## config.mk

```make
export PLATFORM = sky130hd
export DESIGN_NAME = bus_timer
export DESIGN_NICKNAME = d
export VERILOG_FILES = /design/src/rtl/cpu_bus_pkg.sv /design/src/rtl/bus_timer_core.sv /design/src/rtl/bus_timer.sv
export SDC_FILE = /design/constraint.sdc
export NUM_CORES = 1
export LEC_CHECK = 0
export ABC_AREA = 1
export CORE_AREA = 2 2 83 85
export DETAILED_ROUTE_END_ITERATION = 12
export DIE_AREA = 0 0 85 87
export DONT_BUFFER_PORTS = 1
export PLACE_DENSITY = 0.68
export RECOVER_POWER = 100
export SYNTH_ARGS = -nofsm -noshare
export SYNTH_HDL_FRONTEND = slang
export SYNTH_SLANG_ARGS = --single-unit
```

## constraint.sdc

```tcl
create_clock -name clk -period 1.55 [get_ports clk]
set_clock_uncertainty 0.2 [all_clocks]
set_input_delay 0.155 -clock clk [delete_from_list [all_inputs] [get_ports clk]]
set_output_delay 0.155 -clock clk [all_outputs]
set_load 0.1 [all_outputs]
```

## src/rtl/cpu_bus_pkg.sv

```systemverilog
// Shared CPU bus definitions: peripheral window base, timer register map and
// CTRL/STAT bit positions used by bus_timer and its core.
package cpu_bus_pkg;

    localparam logic [15:0] TIMER_BASE_DEFAULT = 16'hFE00;

    typedef enum logic [2:0] {
        REG_CNT_LO = 3'd0,
        REG_CNT_HI = 3'd1,
        REG_RLD_LO = 3'd2,
        REG_RLD_HI = 3'd3,
        REG_CTRL   = 3'd4,
        REG_STAT   = 3'd5,
        REG_PRESC  = 3'd6,
        REG_RSVD   = 3'd7
    } timer_reg_e;

    localparam int CTRL_RUN     = 0;
    localparam int CTRL_IRQ_EN  = 1;
    localparam int CTRL_ONESHOT = 2;
    localparam int STAT_UF      = 0;
    localparam int STAT_RUN     = 7;

endpackage

```

## src/rtl/bus_timer_core.sv

```systemverilog
// Down-counter with reload, underflow flag and optional tick prescaler.
// The prescaler exists only when BUS_TIMER_PRESCALE_EN is defined.
module bus_timer_core (
    input  logic        clk,
    input  logic        reset,
    input  logic        run,
`ifdef BUS_TIMER_PRESCALE_EN
    input  logic [7:0]  presc,
`endif
    input  logic        load,
    input  logic [15:0] load_value,
    input  logic [15:0] reload,
    input  logic        uf_clr,
    output logic [15:0] count,
    output logic        uf,
    output logic        uf_event
);

    logic [15:0] count_reg;
    logic        uf_reg;
    logic        tick;

`ifdef BUS_TIMER_PRESCALE_EN
    logic [7:0] presc_cnt_reg;

    // Prescaler is held at zero while stopped so every start begins a full period.
    always_ff @(posedge clk) begin
        if (reset || !run) begin
            presc_cnt_reg <= 8'h00;
        end else if (presc_cnt_reg == presc) begin
            presc_cnt_reg <= 8'h00;
        end else begin
            presc_cnt_reg <= presc_cnt_reg + 8'h01;
        end
    end

    assign tick = run && (presc_cnt_reg == presc);
`else
    assign tick = run;
`endif

    // A software load of the counter overrides the whole tick, underflow included.
    assign uf_event = tick && !load && (count_reg == 16'h0000);

    always_ff @(posedge clk) begin
        if (reset) begin
            count_reg <= 16'h0000;
            uf_reg    <= 1'b0;
        end else begin
            if (load) begin
                count_reg <= load_value;
            end else if (tick) begin
                count_reg <= (count_reg == 16'h0000) ? reload : count_reg - 16'h0001;
            end

            if (uf_event) begin
                uf_reg <= 1'b1;
            end else if (uf_clr) begin
                uf_reg <= 1'b0;
            end
        end
    end

    assign count = count_reg;
    assign uf    = uf_reg;

endmodule

```

## src/rtl/bus_timer.sv

```systemverilog
// Memory-mapped 16-bit timer: address decode, register file and registered
// read mux. PRESC is functional only with BUS_TIMER_PRESCALE_EN defined.
module bus_timer
    import cpu_bus_pkg::*;
#(
    parameter logic [15:0] BASE = TIMER_BASE_DEFAULT
) (
    input  logic        clk,
    input  logic        reset,
    input  logic [15:0] AB,
    input  logic [7:0]  DO,
    input  logic        WE,
    output logic [7:0]  DI,
    output logic        hit,
    output logic        irq
);

    logic       sel;
    timer_reg_e offset;
    logic       wr_en;
    logic       rd_en;

    logic [7:0] rld_lo_reg;
    logic [7:0] rld_hi_reg;
    logic [2:0] ctrl_reg;
    logic [7:0] shadow_reg;
    logic [7:0] di_reg;
    logic       hit_reg;
    logic [7:0] rd_data;

    logic [15:0] count;
    logic        uf;
    logic        uf_event;
    logic        load;
    logic        uf_clr;

    assign sel    = (AB[15:3] == BASE[15:3]);
    assign offset = timer_reg_e'(AB[2:0]);
    assign wr_en  = sel && WE;
    assign rd_en  = sel && !WE;
    assign load   = wr_en && (offset == REG_RLD_HI);
    assign uf_clr = wr_en && (offset == REG_STAT) && DO[STAT_UF];

`ifdef BUS_TIMER_PRESCALE_EN
    logic [7:0] presc_reg;

    always_ff @(posedge clk) begin
        if (reset) begin
            presc_reg <= 8'h00;
        end else if (wr_en && (offset == REG_PRESC)) begin
            presc_reg <= DO;
        end
    end
`endif

    bus_timer_core u_core (
        .clk        (clk),
        .reset      (reset),
        .run        (ctrl_reg[CTRL_RUN]),
`ifdef BUS_TIMER_PRESCALE_EN
        .presc      (presc_reg),
`endif
        .load       (load),
        .load_value ({DO, rld_lo_reg}),
        .reload     ({rld_hi_reg, rld_lo_reg}),
        .uf_clr     (uf_clr),
        .count      (count),
        .uf         (uf),
        .uf_event   (uf_event)
    );

    always_ff @(posedge clk) begin
        if (reset) begin
            rld_lo_reg <= 8'h00;
            rld_hi_reg <= 8'h00;
            ctrl_reg   <= 3'b000;
        end else begin
            if (wr_en && (offset == REG_RLD_LO)) rld_lo_reg <= DO;
            if (wr_en && (offset == REG_RLD_HI)) rld_hi_reg <= DO;
            if (wr_en && (offset == REG_CTRL))   ctrl_reg   <= DO[2:0];
            // One-shot stop is assigned last so it overrides a same-edge CTRL write.
            if (uf_event && ctrl_reg[CTRL_ONESHOT]) ctrl_reg[CTRL_RUN] <= 1'b0;
        end
    end

    always_comb begin
        rd_data = 8'h00;
        case (offset)
            REG_CNT_LO: rd_data = count[7:0];
            REG_CNT_HI: rd_data = shadow_reg;
            REG_RLD_LO: rd_data = rld_lo_reg;
            REG_RLD_HI: rd_data = rld_hi_reg;
            REG_CTRL:   rd_data = {5'b00000, ctrl_reg};
            REG_STAT:   rd_data = {ctrl_reg[CTRL_RUN], 6'b000000, uf};
`ifdef BUS_TIMER_PRESCALE_EN
            REG_PRESC:  rd_data = presc_reg;
`endif
            default:    rd_data = 8'h00;
        endcase
    end

    // Non-selected cycles return zero so DI can be OR-merged onto the data bus.
    always_ff @(posedge clk) begin
        if (reset) begin
            di_reg     <= 8'h00;
            hit_reg    <= 1'b0;
            shadow_reg <= 8'h00;
        end else begin
            hit_reg <= rd_en;
            di_reg  <= rd_en ? rd_data : 8'h00;
            if (rd_en && (offset == REG_CNT_LO)) shadow_reg <= count[15:8];
        end
    end

    assign DI  = di_reg;
    assign hit = hit_reg;
    assign irq = uf && ctrl_reg[CTRL_IRQ_EN];

endmodule

```

Yosys cells after proc, flatten, opt, wreduce, memory -nomap -nowiden

Cells that the tools add are included.

Memories: 0
Bits of input ports: 27
Bits in writable memories: 0
Word-level logic and storage cells: 43
Bits in read-only memories: 0
Register bits after elaboration: 53
Latch bits: 0
Output and inout bits: 10

Multipliers: 0
Shifts and indexed selects: 0
Mux-type cells: 6
Magnitude comparators: 0
Reduce and logical (&&, ||, !) cells: 20
Equal/unequal tests: 6
Div/mod/pow operators: 0
Bitwise gates (word level): 1
Add/sub/neg operators: 1

Operators with widths:

| operator                                           | number |
|---|---|
| two-way mux 16 bit                                 | 3 |
| one-hot mux 8 bit (6 select lines)                 | 1 |
| logical NOT 16 bit                                 | 1 |
| subtractor 16 x 1 -> 16 bit, second input constant | 1 |
| == test 13 bit, second input constant              | 1 |
| logical AND 1 bit                                  | 12 |
| == test 3 x 2 -> 1 bit, second input constant      | 2 |
| == test 3 bit, second input constant               | 2 |
| nonzero test 2 bit                                 | 2 |
| OR reduction 2 bit                                 | 2 |
| == test 3 x 1 -> 1 bit, second input constant      | 1 |
| logical NOT 3 bit                                  | 1 |
| logical NOT 1 bit                                  | 2 |
| two-way mux 1 bit                                  | 2 |
| inverter 1 bit                                     | 1 |

Logic depth before layout (Yosys ltp)

Gate-level depths: netlist of run 1.

Word-level depth: 8
Mapped depth: 11

Cells and area by module

A second synthesis of run 1 with hierarchy kept.

Cell total of the unflattened synthesis: 510
Area total of the unflattened synthesis: 3311.9 um^2

By module, submodules not included:

| module         | sequential area each (um^2) | area an instance (um^2) | times used | cells an instance |
|---|---|---|---|---|
| bus_timer      | 720.7                       | 1811.7                  | 1          | 283 |
| bus_timer_core | 340.3                       | 1500.2                  | 1          | 227 |

Worst setup path before layout of run 1

OpenSTA, ideal clock, no wires.

Path kind: register -> register
From: register u_core.count_reg[0] (netlist: u_core.count[0])
To: register u_core.count_reg[7] (netlist: u_core.count[7])
Cell stages (with the launch flop): 10
Path buffers: 0
Clock period less this slack: 1.587 ns
Setup time: 0.122 ns
Slack: -0.037 ns
Arrival: 1.265 ns
Cells stage by stage: dfxtp_1 -> inv_1 -> ha_1 -> nand2_1 -> nor2_1 -> nand3_2 -> nand2_2 -> nand2_1 -> o21ai_0 -> a21oi_1

Longest elaborated chain between the ends: 4

RTL lines:

| element                                                                  | line                 | RTL |
|---|---|---|
| start: declaration                                                       | bus_timer_core.sv:19 | `logic [15:0] count_reg;` |
| start signal: assignment                                                 | bus_timer_core.sv:51 | `count_reg <= load_value;` |
| start signal: assignment                                                 | bus_timer_core.sv:53 | `count_reg <= (count_reg == 16'h0000) ? reload : count_reg - 16'h0001;` |
| subtractor 16 x 1 -> 16 bit / logical NOT 16 bit (equally long branches) | bus_timer_core.sv:53 |  |
| two-way mux 16 bit (*)                                                   | bus_timer_core.sv:53 |  |
| two-way mux 16 bit (*)                                                   | bus_timer_core.sv:52 | `end else if (tick) begin` |
| two-way mux 16 bit (*)                                                   | bus_timer_core.sv:50 | `if (load) begin` |

Mark *: on every way between the ends. The rest lies on a longest branch, timed or not. The select of a mux whose other input is x is not followed.
A chain may end at the register's enable or synchronous reset.

Final worst setup path of run 1

From: register u_core.count_reg[8] (netlist: u_core.count[8])
To: register ctrl_reg[0]

Longest elaborated chain between the ends: 4

RTL lines:

| element                      | line                 | RTL |
|---|---|---|
| logical NOT 16 bit           | bus_timer_core.sv:43 | `assign uf_event = tick && !load && (count_reg == 16'h0000);` |
| logical AND 1 bit            | bus_timer_core.sv:43 |  |
| logical AND 1 bit            | bus_timer.sv:82      | `if (uf_event && ctrl_reg[CTRL_ONESHOT]) ctrl_reg[CTRL_RUN] <= 1'b0;` |
| OR reduction 2 bit (no line) | -                    |  |
| end signal: assignment       | bus_timer.sv:80      | `if (wr_en && (offset == REG_CTRL)) ctrl_reg <= DO[2:0];` |
| end: declaration             | bus_timer.sv:25      | `logic [2:0] ctrl_reg;` |

Every way passes these cells.

==> results of run 1 <==
==> report_power, final <==
part / internal, mW / switching (mW)
clock network: 0.320 / 0.500
registers: 1.36 / 0.0000208
logic: 0.0458 / 0.0787
total: 1.73 / 0.578
==> layer usage <==
layer  share of wire, %  up-vias  track usage (%)
met5                  0        -                0
met4                5.0        0             13.3
met3                8.9       46             3.89
met2                 48      210             46.2
met1                 38     1678             35.7
li1                   -     1696                -
==> cell usage in the layout (no fill, tap or decap), drive strengths merged, types with 2 or more instances in the layout <==
cell / count
a211oi: 8
a21oi: 25
a221oi: 3
a31oi: 2
buf: 59
clkbuf: 8
clkinv: 5
clkinvlp: 2
dfxtp: 53
dlygate4sd3: 14
ha: 2
inv: 76
nand2: 111
nand3: 54
nand4: 8
nor2: 70
nor3: 5
o21ai: 31
o22ai: 8
xor2: 5
==> final timing paths <==
| check | start | end | slack, ns | depth (start not counted) |
|---|---|---|---|---|
| worst min-delay path | AB[2] | DI[2] | -0.02 | 4 |
| worst max register to register | u_core.count[8] | ctrl_reg[0] | -0.11 | 9 |
| worst min register to register | rld_hi_reg[0] | rld_hi_reg[0] | 0.29 | 2 |
| worst max-delay path | u_core.count[8] | ctrl_reg[0] | -0.11 | 9 |
==> cell usage after synthesis (3+ instances only) <==
| cell type | number |
|---|---|
| nand4_1 | 7 |
| buf_4 | 3 |
| o21ai_0 | 12 |
| a211oi_2 | 8 |
| xor2_1 | 5 |
| o21ai_1 | 17 |
| clkinv_1 | 5 |
| clkbuf_1 | 4 |
| nand3_2 | 7 |
| nor3_1 | 5 |
| a221oi_1 | 3 |
| inv_1 | 69 |
| nand3_1 | 47 |
| o22ai_1 | 8 |
| nand2_1 | 108 |
| dfxtp_1 | 53 |
| nor2_1 | 57 |
| buf_2 | 4 |
| a21oi_1 | 23 |
| inv_2 | 7 |
| nor2_2 | 10 |
==> area by class of cell <==
type	instances	area, um^2
Sequential cell	53	1070
Tap cell	80	100
Inverter	81	309
Clock buffer	6	72.6
Timing Repair Buffer	76	627
Clock inverter	2	15.0
Fill cell	564	2350
Multi-Input combinational cell	337	2020
==> critical path: stages (launching register included) <==
cell,delay [ns]
dfxtp_2,0.36
buf_6,0.13
nor2_4,0.13
nand3_2,0.10
nor2_4,0.17
nand3_4,0.14
inv_1,0.11
nand2_2,0.07
nor2_1,0.10
nor2_1,0.05
==> kinds of logic after synthesis <==
| group | count (synthesis) | synth area share (%) |
|---|---|---|
| buf+inv | 94 | 12.1 |
| flops | 53 | 33.5 |
| simple gates | 249 | 36.0 |
| compound gates | 81 | 16.3 |
| xor+xnor | 5 | 1.38 |
| fa+ha+maj | 2 | 0.789 |
==> through the flow <==
step | worst slack, ns | instance area [um^2]
final | -0.112 | 4210
after global routing | -0.208 | 4210
after CTS | -0.0270 | 4040
after detailed placement | -0.235 | 3670
after global placement | -0.214 | 3670
after floorplan | 0.00141 | 3170
==> repair_timing <==
| item | 4_1_cts | 5_1_grt |
|---|---|---|
| endpoints found under the setup margin | 18 | 19 |
| setup buffers | 1 | 0 |
| pin swaps | 13 | 30 |
| gates resized for setup | 44 | 55 |
| hold buffers | 12 | 4 |
| hold endpoints to repair | 45 | 32 |
==> run metrics, run 1 <==
First DRT Iteration DRCs 408; drt first pass iters 5; Power Total 2.30 mW; Max Buffers Root-to-Sink 2; crit-path max FO 6; post-placement cell count just over 600; Sum Neg Setup Slack -1.54 ns; fin nets 583; required time of the critical path 1.57 ns; Clock Latency Late Sink between 0.3 and 0.4 ns; clk slew on worst S/H paths about 0.1 ns; gr ovfl total 0; dominant synthesized flop cell dfxtp_1; row cnt 30; Syn Area/Cell between 6 and 7 um^2; worst slew pin tran 0.537 ns; critical path class reg -> reg; max-slew violation count 0; initial antenna violation count 0; syn nets 513; CP arrival 1.68 ns; worst min-delay path class in -> reg; Synth Register Bits 53; Yosys cell types 36; mean number of vias per cell 5.72; area leader, netlist dfxtp_1; Max-Cap Viols 0; Num CTS Buffers 5; Die Area 7400 um^2; Final setup viols 29; core area about 6600 um^2; final antenna-violating net count 0; largest net degree at the start of global routing 26; leading post-synthesis cells by cell area dfxtp_1 33%, nand2_1 13%, inv_1 8.2%, nand3_1 7.4%, nor2_1 6.7%; Sink Count 53; Seq/Total Area, Yosys 33.5%; Synth async-reset ratio 0%; Hold Vio Cnt, Final 1; post-route non-filler standard cell count 635; Fin Hold WS -0.0195 ns; Syn. warnings 0; relative slew slack 64.3%; H-Tree Depth 2; chip width 85 um; number of flops mapped to enable cells by yosys 0; IO Pins 37; Final Routed Wirelength ~11000 um; WL/cell 17.0 um; diode count 0; final design utilization 64.2%; final setup margin -0.112 ns; post-synthesis cell count 484; synthesized area 3170 um^2; Vias 3630; RSZ-0062 raised after global routing true; global-route wire length before repair 16300 um; Remaining DRCs 0; starting density of the core 48.3%; vias in the first global route 3330; crit start category flop; Achievable Freq ~600 MHz; die height 87 um; period utilization 107%; CTS Root Cell clkbuf_8; top-area cell type share of the netlist area approximately 33%; GPL Wtd Cong between 1 and 1.5; synth-to-layout area growth 32.9%; crit end category flop; outcome finished, violations left; Worst VDD drop 0.000333 V; Port Buffers 0; minimum clock period after layout 1.66 ns; max reg flops 16; Total GRT Usage between 20% and 30%; post-detail-place hpwl 7330 um; CTS tree built; Power Density around 550 nW/um^2; ratio of cells with drive above 1 in the final layout 31.0%; failing checks hold timing, setup timing; leakage power 2.01 nW
(Power assumes the default switching activity.)
==> run 2, diff against run 1 <==
--- a/config.mk
+++ b/config.mk
@@ -9,8 +9,7 @@
 export CORE_AREA = 2 2 83 85
 export DETAILED_ROUTE_END_ITERATION = 12
 export DIE_AREA = 0 0 85 87
-export DONT_BUFFER_PORTS = 1
-export PLACE_DENSITY = 0.68
+export PLACE_DENSITY = 0.76
 export RECOVER_POWER = 100
 export SYNTH_ARGS = -nofsm -noshare
 export SYNTH_HDL_FRONTEND = slang
==> run metrics, run 2 (synthesis gave the netlist of run 1 again) <==
Port Buffers 36 (+36); Num CTS Buffers 5 (unchanged); critical path class in -> reg; Top delay family on crit path buffers and inverters; Worst VDD drop 0.000437 V (+31%); fin nets 631 (+8.2%); most frequent cells in the layout 87 x nand2_1, 66 x buf_4, 63 x inv_1; Sink Count 53 (unchanged); max-slew violation count 0 (unchanged); Power Density 526 nW/um^2 (-3.7%); final setup margin -0.144 ns (-0.0317 ns); CP peak stage delay 0.51 ns (+0.15 ns); Max Buffers Root-to-Sink 2 (unchanged); leakage power 2.32 nW (+16%); vias in the first global route 3708 (+11%); largest net degree at the start of global routing 23 (-12%); First DRT Iteration DRCs 375 (-8.1%); relative slew slack 67.1% (+2.7 points); initial antenna violation count 0 (unchanged); switching share of power 24.8% (-0.29 points); synth-to-layout area growth 55.7%; Pint 1.96 mW (+13%); Clock Latency Late Sink 0.32 ns (about the same); Final Routed Wirelength 12600 um (+17%); outcome finished, violations left; chip width 85 um (unchanged); Achievable Freq 590 MHz (-1.9%); minimum clock period after layout 1.69 ns (+0.0317 ns); CTS tree built; most common cell after layout, fill and taps aside nand2_1; die height 87 um (unchanged); Fin Hold WS 0.117 ns (+0.137 ns); worst min-delay path class in -> reg; starting density of the core 48.3% (unchanged); Total GRT Usage 30.3% (+2.5 points); crit path buf inv count 4 (+2); worst slew pin tran 0.497 ns (-0.0401 ns); CTS Root Cell clkbuf_8; R2R cell count 11 (+2); Vias 3954 (+8.9%); period utilization 109% (+2.0 points); Die Area 7400 um^2 (unchanged); global-route wire length before repair 17700 um (+8.6%); mean number of vias per cell 5.79 (+1.3%); crit start category input port; required time of the critical path 1.61 ns (+0.04 ns); clock network power share 38.9% (+3.3 points); Max-Cap Viols 0 (unchanged); max reg flops 16 (unchanged); clk slew on worst S/H paths 0.12 ns (+0.02 ns); switching power 0.645 mW (+12%); CP most frequent cell nand3_2; core area 6570 um^2 (unchanged); drt first pass iters 7 (+2); failing checks setup timing; row cnt 30 (unchanged); Comb power frac 9.1% (+3.7 points); WL/cell 18.5 um (+9.1%); crit-path max FO 6 (unchanged); GPL Wtd Cong 0.953 (-5.0%); RSZ-0062 raised after global routing true; diode count 0 (unchanged); Hold Vio Cnt, Final 0 (-1); post-detail-place hpwl 7850 um (+7.1%); Remaining DRCs 0 (unchanged); Final setup viols 32 (+10%); ratio of cells with drive above 1 in the final layout 39.6% (+8.6 points); crit end category flop; final design utilization 75.2% (+11 points); Seq pwr share 52.0% (-7.0 points); final antenna-violating net count 0 (unchanged); H-Tree Depth 2 (unchanged); CP arrival 1.75 ns (+0.07 ns); Worst Hold Path Cells 4 (unchanged); IO Pins 37 (unchanged); post-route non-filler standard cell count 683 (+7.6%); crit-path cells clkdlybuf4s50_1, nand3_2, inv_2, nand4_4, clkbuf_4, nand2_4, nand2_1, nand3_2, nand3_2, inv_2; Power Total 2.60 mW (+13%); Fillers 444 (-21%); critical path depth in cells 10 (+1); gr ovfl total 0 (unchanged); Worst path slowest cell clkdlybuf4s50_1; post-placement cell count 662 (+8.5%)
## run 2: changes by cell type in the layout (fill, tap and decap cells not counted), sizes merged, moves of 2 or more
cell	delta
clkbuf	+8
dlygate4sd3	-14
dlymetal6s2s	+4
clkinvlp	-2
buf	+27
dlygate4sd2	+11
clkdlybuf4s50	+11
## run 2: power by group through the flow
stage / Clock (mW) / Sequential (mW) / Combinational [mW]
final: 1.01 / 1.35 / 0.236
after global routing: 1.07 / 1.35 / 0.245
after CTS: 1.02 / 1.36 / 0.215
after detailed placement: 0 / 1.39 / 0.208
after global placement: 0 / 1.39 / 0.205
after floorplan: 0 / 1.39 / 0.0671
## run 2: worst paths after layout
path / slack [ns] / endpoint / startpoint
setup / recovery: -0.14 / u_core.count[0] / AB[0]
hold / removal: 0.12 / DI[1] / AB[2]
setup reg to reg: -0.12 / u_core.count[4] / u_core.count[0]
hold reg to reg: 0.28 / rld_hi_reg[0] / rld_hi_reg[0]
## run 2: worst reg2reg max path: stages (launching register included)
cell     delay [ns]
dfxtp_2        0.36
inv_4          0.10
ha_4           0.19
nand2_4        0.06
nor2_4         0.15
nand2_4        0.11
nand2_1        0.09
o21ai_1        0.08
nand2_1        0.08
nand3_2        0.08
nand2_2        0.07
inv_1          0.03
## run 2: cell type report
cell class	count	area (um^2)	share of cell area [%]
Clock buffer	5	68.8	1.39
Clock inverter	3	50.0	1.01
Inverter	81	317	6.41
Multi-Input combinational cell	338	2190	44.4
Sequential cell	53	1080	21.9
Tap cell	80	100	2.03
Timing Repair Buffer	123	1130	22.8
## run 2: routing by layer
layer | global-route usage (%) | wire length [um] | share of wire, %
met1 | 36.0 | 4780 | 38
met2 | 53.3 | 6260 | 50
met3 | 5.50 | 989 | 7.8
met5 | 0 | 0 | 0
met4 | 13.7 | 602 | 4.8
## run 2: metrics by stage
stage	TNS [ns]	cell area, um^2	worst slack [ns]
6_report	-1.92	4940	-0.144
5_1_grt	-3.67	4940	-0.194
3_5_place_dp	-19.21	4270	-0.470
4_1_cts	-0.392	4730	-0.0430
3_3_place_gp	-15.84	4270	-0.386
2_1_floorplan	0	3170	0.00141
## run 2: what timing repair did
item / CTS / global route
resized for setup: 100 / 69
buffers inserted: 5 / 3
endpoints found under the setup margin: 46 / 50
cloned: 1 / 4
hold buffers: 0 / 0
pin swaps: 37 / 45
==> run 3, diff against run 2 <==
--- a/config.mk
+++ b/config.mk
@@ -14,3 +14,4 @@
 export SYNTH_ARGS = -nofsm -noshare
 export SYNTH_HDL_FRONTEND = slang
 export SYNTH_SLANG_ARGS = --single-unit
+export TNS_END_PERCENT = 20
==> run metrics, run 3 (synthesis gave the netlist of run 1 again) <==
WL/cell 19.0 um (+2.6%); synth-to-layout area growth 55.5%; Clock Latency Late Sink 0.33 ns (about the same); Die Area 7400 um^2 (unchanged); required time of the critical path 1.59 ns (-0.02 ns); crit-path max FO 5 (-1); Fin Hold WS 0.121 ns (+0.00356 ns); final setup margin -0.278 ns (-0.134 ns); RR Startpoint u_core.count[2]; CTS tree built; crit start category input port; post-route non-filler standard cell count 682 (-0.15%); Port Buffers 36 (unchanged); crit end category flop; crit-path cells clkdlybuf4s50_1, nand3_2, inv_1, nand4_4, buf_12, o21ai_1, inv_1, a21oi_1; leakage power 2.36 nW (+1.8%); CP peak stage delay 0.50 ns (about the same); Hold Vio Cnt, Final 0 (unchanged); Sink Count 53 (unchanged); max-slew violation count 0 (unchanged); reg2reg setup slack -0.15 ns (-0.03 ns); max reg flops 16 (unchanged); clk slew on worst S/H paths 0.12 ns (about the same); crit path to u_core.count[15]; Achievable Freq 547 MHz (-7.3%); CP arrival 1.87 ns (+0.12 ns); core area 6570 um^2 (unchanged); hold_buf cts 0 (unchanged); IO Pins 37 (unchanged); GPL Wtd Cong 0.953 (unchanged); post-placement cell count 662 (unchanged); minimum clock period after layout 1.83 ns (+0.134 ns); diode count 0 (unchanged); global-route wire length before repair 17600 um (-0.23%); initial antenna violation count 0 (unchanged); Max Buffers Root-to-Sink 2 (unchanged); ratio of cells with drive above 1 in the final layout 38.4% (-1.3 points); Worst VDD drop 0.000483 V (+11%); row cnt 30 (unchanged); Num CTS Buffers 5 (unchanged); final design utilization 75.1% (-0.095 points); post-detail-place hpwl 7850 um (unchanged); Power Total 2.61 mW (+0.52%); RSZ-0062 raised after global routing true; most frequent cells in the layout 92 x nand2_1, 67 x buf_4, 64 x inv_1; Worst path slowest cell clkdlybuf4s50_1; CP most frequent cell inv_1; final antenna-violating net count 0 (unchanged); Power Density 530 nW/um^2 (+0.65%); Fillers 435 (-2.0%); Vias 3998 (+1.1%); outcome finished, violations left; reg2reg end u_core.count[15]; period utilization 118% (+8.7 points); R2R cell count 8 (-3); Sum Neg Setup Slack -2.04 ns (-0.118 ns); Remaining DRCs 1 (+1); Total GRT Usage 30.3% (-0.060 points); starting density of the core 48.3% (unchanged); most common cell after layout, fill and taps aside nand2_1; Final Routed Wirelength 12900 um (+2.4%); relative slew slack 66.9% (-0.20 points); chip width 85 um (unchanged); Worst Hold Path Cells 4 (unchanged); mean number of vias per cell 5.86 (+1.3%); Worst Setup SP AB[0]; H-Tree Depth 2 (unchanged); die height 87 um (unchanged); drt first pass iters 10 (+3); worst slew pin tran 0.500 ns (+0.00303 ns); Max-Cap Viols 0 (unchanged); First DRT Iteration DRCs 485 (+29%); largest net degree at the start of global routing 23 (unchanged); critical path class in -> reg; CTS Root Cell clkbuf_8; worst min-delay path class in -> reg; vias in the first global route 3694 (-0.38%); failing checks DRC, setup timing; fin nets 630 (-0.16%); Final setup viols 29 (-9.4%); gr ovfl total 0 (unchanged)
==> run 3: what timing repair did <==
item | CTS | global route
setup endpoints to repair | 46 | 50
gates cloned | 1 | 4
hold endpoints to repair | 0 | 0
resized for setup | 99 | 60
setup buffers | 5 | 2
pin swaps | 37 | 38
==> run 3: worst min path at each step <==
stage,slack (ns),start,to
after global placement,0.25,rld_hi_reg[0],rld_hi_reg[0]
after CTS,0.25,DO[6],rld_hi_reg[6]
after detailed placement,0.25,rld_hi_reg[0],rld_hi_reg[0]
final,0.12,AB[2],DI[1]
after floorplan,0.1,DO[0],rld_lo_reg[0]
after global routing,0.14,AB[2],DI[1]
==> run 3: worst max-delay path: cells and delay by family <==
kind / cells / cell delay, ns
buffers and inverters: 4 / 0.94
AND/OR/NAND/NOR: 2 / 0.31
AO/OA/AOI/OAI: 2 / 0.45
==> run 3: metrics by stage <==
step	setup WS, ns	instance area [um^2]
floorplan	0.00141	3170
global placement	-0.386	4270
detailed placement	-0.470	4270
CTS	-0.0430	4730
global route	-0.296	4930
finish	-0.278	4930
==> run 3: cell type report <==
type / count / area (um^2) / area share, %
clock buffer: 5 / 68.8 / 1.39
timing repair buffer: 122 / 1140 / 23.1
tap: 80 / 100 / 2.03
clock inverter: 3 / 50.0 / 1.01
inverter: 81 / 317 / 6.42
sequential: 53 / 1080 / 22.0
multi-input combinational: 338 / 2170 / 44.1
==> run 3: report_power, final <==
part | switching, mW | leakage (nW) | internal (mW)
clock | 0.526 | 0.0603 | 0.496
sequential | 0.0000220 | 0.433 | 1.35
combinational | 0.132 | 1.87 | 0.106
total | 0.658 | 2.36 | 1.96
==> run 3: per-layer routing <==
metal | vias to the layer above | global-route usage (%) | part of all wire (%)
met5 | - | 0 | 0
li1 | 1803 | - | -
met2 | 281 | 53.1 | 48
met4 | 0 | 13.7 | 6.2
met1 | 1818 | 36.0 | 37
met3 | 96 | 5.50 | 8.7
